`config.mk`:
```
export PLATFORM = sky130hd
export DESIGN_NAME = presc_updown_counter
export DESIGN_NICKNAME = d
export VERILOG_FILES = /design/src/rtl/presc_updown_counter.sv
export SDC_FILE = /design/constraint.sdc
export NUM_CORES = 1
export LEC_CHECK = 0
export CAP_MARGIN = 20
export CORE_MARGIN = 2
export CORE_UTILIZATION = 51
export DETAILED_ROUTE_END_ITERATION = 8
export GPL_ROUTABILITY_DRIVEN = 0
export PLACE_DENSITY = 0.8
export SYNTH_ARGS = -nofsm -noshare
export SYNTH_HDL_FRONTEND = slang
export SYNTH_SLANG_ARGS = --single-unit
```
`constraint.sdc`:
```
create_clock -name clk -period 7 [get_ports clk]
set_input_delay 1.75 -clock clk [delete_from_list [all_inputs] [get_ports clk]]
set_output_delay 1.75 -clock clk [all_outputs]
set_load 0.01 [all_outputs]
```
`src/rtl/presc_updown_counter.sv`:
```
//------------------------------------------------------------------------------
// presc_updown_counter
//   Up/down counter with a programmable clock-enable prescaler, load, clear,
//   wrap/saturate bounds, terminal-count pulse and sticky overflow flag.
// Revision: 1.0 - initial release
//------------------------------------------------------------------------------
`default_nettype none

module presc_updown_counter #(
   parameter int              WIDTH     = 7,
   parameter int              DIV_W     = 16,
   parameter logic [WIDTH-1:0] RESET_VAL = '0
) (
   input  logic             clk,
   input  logic             reset,
   input  logic [DIV_W-1:0] div_val,
   input  logic             clr,
   input  logic             write_en,
   input  logic [WIDTH-1:0] datain,
   input  logic             inc,
   input  logic             dec,
   input  logic             mode_sat,
   output logic [WIDTH-1:0] dout,
   output logic             tick,
   output logic             tc,
   output logic             ovf
);

   localparam logic [WIDTH-1:0] c_MAX  = {WIDTH{1'b1}};
   localparam logic [WIDTH-1:0] c_ZERO = {WIDTH{1'b0}};
   localparam logic [WIDTH-1:0] c_ONE  = {{(WIDTH-1){1'b0}}, 1'b1};
   localparam logic [DIV_W-1:0] c_PONE = {{(DIV_W-1){1'b0}}, 1'b1};

   logic [DIV_W-1:0] r_presc;
   logic [WIDTH-1:0] r_dout;
   logic             r_tc;
   logic             r_ovf;

   logic             w_tick;
   logic             w_step;
   logic             w_up;
   logic             w_at_max;
   logic             w_at_zero;
   logic             w_boundary;
   logic [WIDTH-1:0] w_next;

   // Using >= (not ==) lets a lowered divisor fire at once instead of
   // waiting for the prescaler to wrap through its full range.
   assign w_tick = (r_presc >= div_val);

   always_ff @(posedge clk) begin
      if (reset) begin
         r_presc <= '0;
      end else if (clr) begin
         r_presc <= '0;
      end else if (w_tick) begin
         r_presc <= '0;
      end else begin
         r_presc <= r_presc + c_PONE;
      end
   end

   assign w_step    = w_tick & (inc ^ dec);
   assign w_up      = inc;
   assign w_at_max  = (r_dout == c_MAX);
   assign w_at_zero = (r_dout == c_ZERO);

   // Boundary is flagged in both modes; only the resulting value differs.
   assign w_boundary = w_step & (w_up ? w_at_max : w_at_zero);

   always_comb begin
      w_next = r_dout;
      if (w_up) begin
         if (!w_at_max) begin
            w_next = r_dout + c_ONE;
         end else begin
            w_next = mode_sat ? c_MAX : c_ZERO;
         end
      end else begin
         if (!w_at_zero) begin
            w_next = r_dout - c_ONE;
         end else begin
            w_next = mode_sat ? c_ZERO : c_MAX;
         end
      end
   end

   always_ff @(posedge clk) begin
      if (reset) begin
         r_dout <= RESET_VAL;
         r_tc   <= 1'b0;
         r_ovf  <= 1'b0;
      end else if (clr) begin
         r_dout <= c_ZERO;
         r_tc   <= 1'b0;
         r_ovf  <= 1'b0;
      end else if (write_en) begin
         r_dout <= datain;
         r_tc   <= 1'b0;
      end else if (w_step) begin
         r_dout <= w_next;
         r_tc   <= w_boundary;
         r_ovf  <= r_ovf | w_boundary;
      end else begin
         r_tc   <= 1'b0;
      end
   end

   assign dout = r_dout;
   assign tick = w_tick;
   assign tc   = r_tc;
   assign ovf  = r_ovf;

endmodule

`default_nettype wire

```
# Yosys cells after proc, flatten, opt, wreduce, memory -nomap -nowiden
# Cells that the tools add are included.
# W data, S select, Z words.
[classes]
add_sub_neg = 3
reduce_logical = 6
bitwise_logic = 6
order_cmp = 1
mux = 8
eq_ne = 1
[op_table]
columns = ["op", "count"]
rows = [
  ["$mux W7", 7],
  ["$add A16 B1 Y16 const B", 1],
  ["$ge A16 B16 Y1", 1],
  ["$add A7 B1 Y7 const B", 1],
  ["$eq A7 B7 Y1 const B", 1],
  ["$logic_not A7 Y1", 1],
  ["$sub A7 B1 Y7 const B", 1],
  ["$reduce_or A4 Y1", 1],
  ["$reduce_or A3 Y1", 1],
  ["$and A1 B1 Y1", 2],
  ["$not A1 Y1", 2],
  ["$reduce_and A2 Y1", 1],
  ["$reduce_bool A2 Y1", 1],
  ["$reduce_or A2 Y1", 1],
  ["$mux W1", 1],
  ["$or A1 B1 Y1", 1],
  ["$xor A1 B1 Y1", 1],
]
[totals]
elab_cells = 29
in_bits = 30
out_inout_bits = 10
reg_bits = 25

# Longest topological paths before layout
# Gate-level depths: netlist of run 1.
[depth]
depth_word = 5
ltp_mapped = 9
depth_no_buf = 8

# Worst setup path after synthesis of run 1
# No wires, ideal clock.
[synth_path]
path_kind = "in2out"
from = "input div_val[15]"
to = "output tick"
stages = 6
arrival_ns = 3.032
path_slack_ns = 2.218
cell_sequence = "inv_1 > ha_1 > nand4_2 > or4_4 > and3_4 > inv_1"
[synth_between]
elab_chain_cells = 1
[synth_lines]
columns = ["item", "line_no", "source"]
rows = [
  ["start: declaration", "16", "input logic [DIV_W-1:0] div_val,"],
  ["$ge A16 B16 Y1", "49", "assign w_tick = (r_presc >= div_val);"],
  ["end: declaration", "24", "output logic tick,"],
]
# Every way passes these cells.

# Worst setup path in the final report of run 1
[layout_path]
from = "input div_val[0]"
to = "output tick"
# Same word-level chain as after synthesis.

==> results of run 1 <==
==> synth_stat cells (2+ instances only) <==
cell type	instances
a31oi_1	3
a211oi_1	4
a21oi_1	13
or3_1	2
o21ai_0	9
nor3_1	6
or4_4	2
ha_1	19
nand4_1	5
dfxtp_1	25
or2_2	3
o211ai_1	4
nor4_1	3
xnor2_1	9
nor2_1	27
or3_2	2
a221oi_1	2
inv_1	28
mux2i_1	2
nand2b_1	3
o2111ai_1	2
a211o_1	2
clkbuf_1	10
and3_1	3
and3_2	2
xor2_1	7
nand3_1	12
nand2_1	16
==> power groups by stage <==
stage | sequential [uW] | combinational (uW) | clock (uW)
after floorplan | 150 | 37.2 | 0
after global placement | 153 | 61.9 | 0
after detailed placement | 153 | 62.4 | 0
after CTS | 150 | 62.8 | 70.7
after global routing | 151 | 70.0 | 77.2
final | 150 | 63.1 | 69.6
==> state kept, by name, indices dropped and copies added (netlist names) <==
signal and count:
r_presc 16, dout 7, ovf 1, tc 1
==> worst min-delay path by stage <==
stage | slack [ns] | startpoint | cells after the start | end
2_1_floorplan | 0.44 | r_presc[0] | 1 | r_presc[0]
3_3_place_gp | 0.44 | ovf | 2 | ovf
3_5_place_dp | 0.47 | ovf | 2 | ovf
4_1_cts | 0.49 | ovf | 2 | ovf
5_1_grt | 0.51 | ovf | 2 | ovf
6_report | 0.48 | ovf | 2 | ovf
==> cell families (layout without fill, tap and decap cells) <==
logic type	after synthesis	after routing	share of synthesized area (%)
buffers and inverters	39	71	7.89
AO/OA/AOI/OAI	51	51	18.6
XOR/XNOR	16	16	7.56
AND/OR/NAND/NOR	90	90	25.0
flip-flops	25	25	27.0
multiplexers	2	2	1.08
adder cells (fa/ha/maj)	19	19	12.8
==> through the flow <==
step	worst slack [ns]	hold WS (ns)	cells
after floorplan	2.22	0.441	242
after global placement	1.17	0.443	316
after detailed placement	1.13	0.469	316
after CTS	1.10	0.490	320
after global routing	1.05	0.509	320
final	1.13	0.485	320
==> metal layers <==
| metal | global-route usage, % | vias up | share of wire [%] |
|---|---|---|---|
| li1 | - | 923 | - |
| met1 | 31.4 | 831 | 48 |
| met2 | 36.6 | 65 | 45 |
| met3 | 3.17 | 4 | 5.7 |
| met4 | 6.12 | 0 | 0.81 |
| met5 | 0 | - | 0 |
==> layout make-up <==
cell class | count | area [um2]
Multi-Input combinational cell | 178 | 1210
Fill cell | 298 | 1120
Sequential cell | 25 | 500
Timing Repair Buffer | 39 | 390
Inverter | 28 | 105
Tap cell | 46 | 57.6
Clock buffer | 3 | 22.5
Clock inverter | 1 | 7.51
==> worst reg2reg max path: stages (launching register included) <==
cell       delay (ns)
dfxtp_1          0.44
inv_1            0.06
ha_1             0.26
nand2b_1         0.14
a2111oi_0        0.57
or4_4            0.25
and3_4           0.22
nand2_1          0.34
nor2_1           0.20
==> layout by cell type, fill, tap and decap left out, types with 3 or more instances in the layout <==
cell and n:
clkdlybuf4s50_1 39, xor2_1 7, nand3_1 12, nor4_1 3
nand2_1 16, clkbuf_4 3, and3_1 3, inv_1 28
dfxtp_1 25, xnor2_1 9, o211ai_1 4, nor2_1 27
a211oi_1 4, nor3_1 6, ha_1 19, o21ai_0 9
or2_2 3, a21oi_1 13, nand4_1 5, a31oi_1 3
nand2b_1 3
==> flow_summary.toml, run 1 <==
[synth]
ys_top_cells_by_area = "dfxtp_1, ha_1, inv_1"
synth-async-reset-ratio_pct = 0
netlist.top_cell.by_area = "dfxtp_1"
synth_edf_count = 0
syn_nets = 291
netlist-cell-type-count = 45
yosys_warnings = 0
ys_seq_area_share_pct = 27.0
syn_area_um2 = 1850
syn-instance-count = 242
synth_seq_cells = 25
synth_ff_type = "dfxtp_1"
synth_top_area_share_pct = 27.0
synth_area_per_cell_um2 = 7.66

[cts]
clock_path_buffers = 2
clkTransAtPathRegs_ns = 0.15
cts_setup_buffers = 0
insertion_delay_ns = 0.33
cts_max_level = 1
cts-buffers-inserted = 3
cts_tree = "done"
clock_sinks = 25
cts_resized = 0
cts_hold_buf = 0
cts-root-buf = "clkbuf_4"

[finish]
post-route-util_pct = 67.1
area_delta_synth_final_pct = 23.5
final_cell_area_um2 = 2290
antenna_cells = 0
drive_gt1_share_pct = 6.20
nets = 324

[critical_path]
r2r_start = "r_presc[0]"
path_cells = "clkdlybuf4s50_1 -> ha_1 -> nand2b_1 -> a2111oi_0 -> or4_4 -> and3_4 -> inv_1 -> clkdlybuf4s50_1"
cp_common_cell = "clkdlybuf4s50_1"
worst-path-max-fanout = 4
setup.worst_path.end = "tick"
critical_path_depth = 8
cp-startpoint = "div_val[0]"
r2r_slack_ns = 4.49
slowest_stage = "a2111oi_0"
path_buf_inv = 3
reg2regPathDepth = 8
cp.arrival_ns = 4.12
required_ns = 5.25
crit_type = "in2out"
reg2reg_to = "r_presc[7]"
critPathCaptureType = "primary output"
max_stage_delay_ns = 0.57
crit_path_start_kind = "primary input"
critical_path.top_delay_family = "buffers and inverters"

[timing]
hold_viol = 0
worst_pin_slew_ns = 0.570
finClkSkew_ns = 0.00129
max_freq_ghz = 0.170
fin_crit_sh_pct = 83.9
tns_ns = 0
relSlewSlack_pct = 61.0
setup_viol = 0
min_period_ns = 5.87
slew_violations = 0
rsz0062_at_grt = "no"

[global_routing]
overflow = 0
grt_pass1_wl_um = 7510
grt_pass1_vias = 1644
grt_usage_pct = 22.6
antenna_found_initial = 0
grt_max_degree = 16

[status]
outcome = "complete, no violations"

[floorplanning]
start_util_pct = 54.3
die_y_um = 64.3
core-area_um2 = 3420
die_area_um2 = 4130
fp-row-count = 21
io_pins = 40
fp.dieW_um = 64.3

[routing]
antenna_left = 0
viasPerCell = 5.70
drc = 0
vias = 1823
drt_pass1_iterations = 4
drtIter0Drc = 118
wl_per_cell_um = 13.5
route.final.wire_length_um = 4320

[power_and_ir_drop]
clock_power_share_pct = 24.6
p_switching_uw = 82.9
p_seq_share_pct = 53.1
swShare_pct = 29.3
p_per_area_nw_per_um2 = 124
peakVddDrop_mv = 0.106
p_leak_uw = 0.000902
internal_power_uw = 200
power_frac_comb_pct = 22.3
power_uw = 283

[job]
drv_cap = 0

[placement]
io_buffers = 39
placed_area_um2 = 2260
place.detailed.hpwl_um = 3320

[hold_path]
worst_hold_path_type = "reg2reg"
(Power assumes the default switching activity.)
==> run 2: changes to the inputs <==
- CORE_UTILIZATION: 51 -> 46
- PLACE_DENSITY: 0.8 -> 0.76
- clock period: 7 -> 4.8 ns (I/O delays scaled with it)
==> flow_summary.toml, run 2 (synthesized netlist as in run 1, its figures left out) <==
[finish]
multi_input_area_um2 = 1210
final_common_cell = "clkdlybuf4s50_1"
largest_reg_flops = 16
area_delta_synth_final_pct = 24.8
post-route-util_pct = 58.7
nFillCells = 383
antenna_cells = 0
nets = 324
final_cell_mix = "clkdlybuf4s50_1, inv_1, nor2_1"
seq_area_um2 = 500
regMostFlops = "r_presc"
drive_gt1_share_pct = 5.84

[critical_path]
reg2regPathDepth = 8
reg2reg_to = "dout[1]"
crit_path_start_kind = "primary input"
cp.arrival_ns = 3.14
worst-path-max-fanout = 4
required_ns = 3.60
cp_common_cell = "inv_1"
r2r_slack_ns = 2.42
path_cells = "clkdlybuf4s50_1 -> inv_1 -> ha_1 -> and3_2 -> a221oi_1 -> or3_2 -> and3_4 -> inv_1 -> dlymetal6s2s_1"
max_stage_delay_ns = 0.48
crit_type = "in2out"
critPathCaptureType = "primary output"
r2r_start = "r_presc[0]"
slowest_stage = "or3_2"

[floorplanning]
fp.dieW_um = 67.5
start_util_pct = 47.0
core-area_um2 = 3940
die_y_um = 67.5
fp-row-count = 23
io_pins = 40
die_area_um2 = 4550

[cts]
insertion_delay_ns = 0.27
cts_tree = "done"
cts-root-buf = "clkbuf_8"
clock_sinks = 25
cts-buffers-inserted = 3
clock_path_buffers = 2
cts_hold_buf = 0
clkTransAtPathRegs_ns = 0.09
cts_max_level = 1

[global_routing]
grt_usage_pct = 20.2
grt_pass1_wl_um = 7080
grt_max_degree = 16
overflow = 0
grt_pass1_vias = 1586
antenna_found_initial = 0

[job]
drv_cap = 0

[timing]
slew_violations = 0
worst_pin_slew_ns = 0.622
fin_crit_sh_pct = 90.3
relSlewSlack_pct = 58.5
tns_ns = 0
finClkSkew_ns = 0.00675
max_freq_ghz = 0.231
hold_viol = 0
rsz0062_at_grt = "no"
min_period_ns = 4.34
setup_viol = 0

[hold_path]
min_to = "ovf"
worst_hold_path_type = "reg2reg"
worstHoldStart = "ovf"
whs_path_depth = 2

[placement]
place.detailed.hpwl_um = 3190
io_buffers = 39

[power_and_ir_drop]
p_leak_uw = 0.000929
p_per_area_nw_per_um2 = 190
peakVddDrop_mv = 0.180
power_uw = 439

[routing]
vias = 1796
route.final.wire_length_um = 4210
viasPerCell = 5.54
drtIter0Drc = 123
antenna_left = 0
drc = 0
wl_per_cell_um = 13.0
drt_pass1_iterations = 4

[status]
outcome = "complete, no violations"
run 2: cell types whose count changed in the layout (fill, tap and decap cells not counted):
cell / delta
clkbuf_8: +3
clkinvlp_4: -1
dlymetal6s2s_1: +1
clkbuf_4: -3
clkbuf_1: +1
clkdlybuf4s50_1: -1
run 2: critical path, delay by kind of cell:
family,cells,cell delay [ns]
AOI/OAI and AO/OA,1,0.09
adders and majority gates,1,0.28
buffers and inverters,4,0.69
and+or+nand+nor,3,0.87
run 2: routing by layer:
layer / global-route usage [%] / part of all wire, % / up-vias
li1: - / - / 921
met1: 26.0 / 45 / 816
met3: 3.67 / 5.3 / 6
met4: 5.10 / 1.3 / 0
met2: 34.6 / 49 / 53
met5: 0 / 0 / -
run 2: what timing repair did:
item	4_1_cts	5_1_grt
resized for setup	0	1
setup buffers	0	0
setup endpoints to repair	0	1
endpoints found under the hold margin	0	0
run 2: cell type report:
| cell class | count | area share (%) |
|---|---|---|
| Multi-Input combinational cell | 178 | 52.2 |
| Inverter | 28 | 4.54 |
| Sequential cell | 25 | 21.6 |
| Timing Repair Buffer | 39 | 17.0 |
| Clock buffer | 4 | 1.95 |
| Tap cell | 50 | 2.70 |
run 2: worst max path at each step:
stage | start | endpoint | slack (ns) | depth (start not counted)
6_report | div_val[5] | tick | 0.46 | 9
3_3_place_gp | div_val[15] | tick | 0.11 | 8
2_1_floorplan | div_val[15] | tick | 1.12 | 6
5_1_grt | div_val[5] | tick | 0.35 | 9
3_5_place_dp | div_val[5] | tick | 0.07 | 9
4_1_cts | div_val[13] | tick | 0.07 | 8
run 2: where the power goes:
group | internal, uW | total, uW | switching [uW]
Sequential | 211 | 219 | 8.18
Clock | 59.5 | 128 | 68.8
Combinational | 49.1 | 91.8 | 42.7
Total | 319 | 439 | 120
run 2: through the flow:
step	instance area (um2)	std cells	hold WS (ns)	setup WS, ns
floorplan	1850	242	0.441	1.12
global placement	2270	320	0.445	0.105
detailed placement	2270	320	0.450	0.0723
CTS	2310	324	0.464	0.0719
global route	2310	324	0.482	0.351
finish	2310	324	0.463	0.465
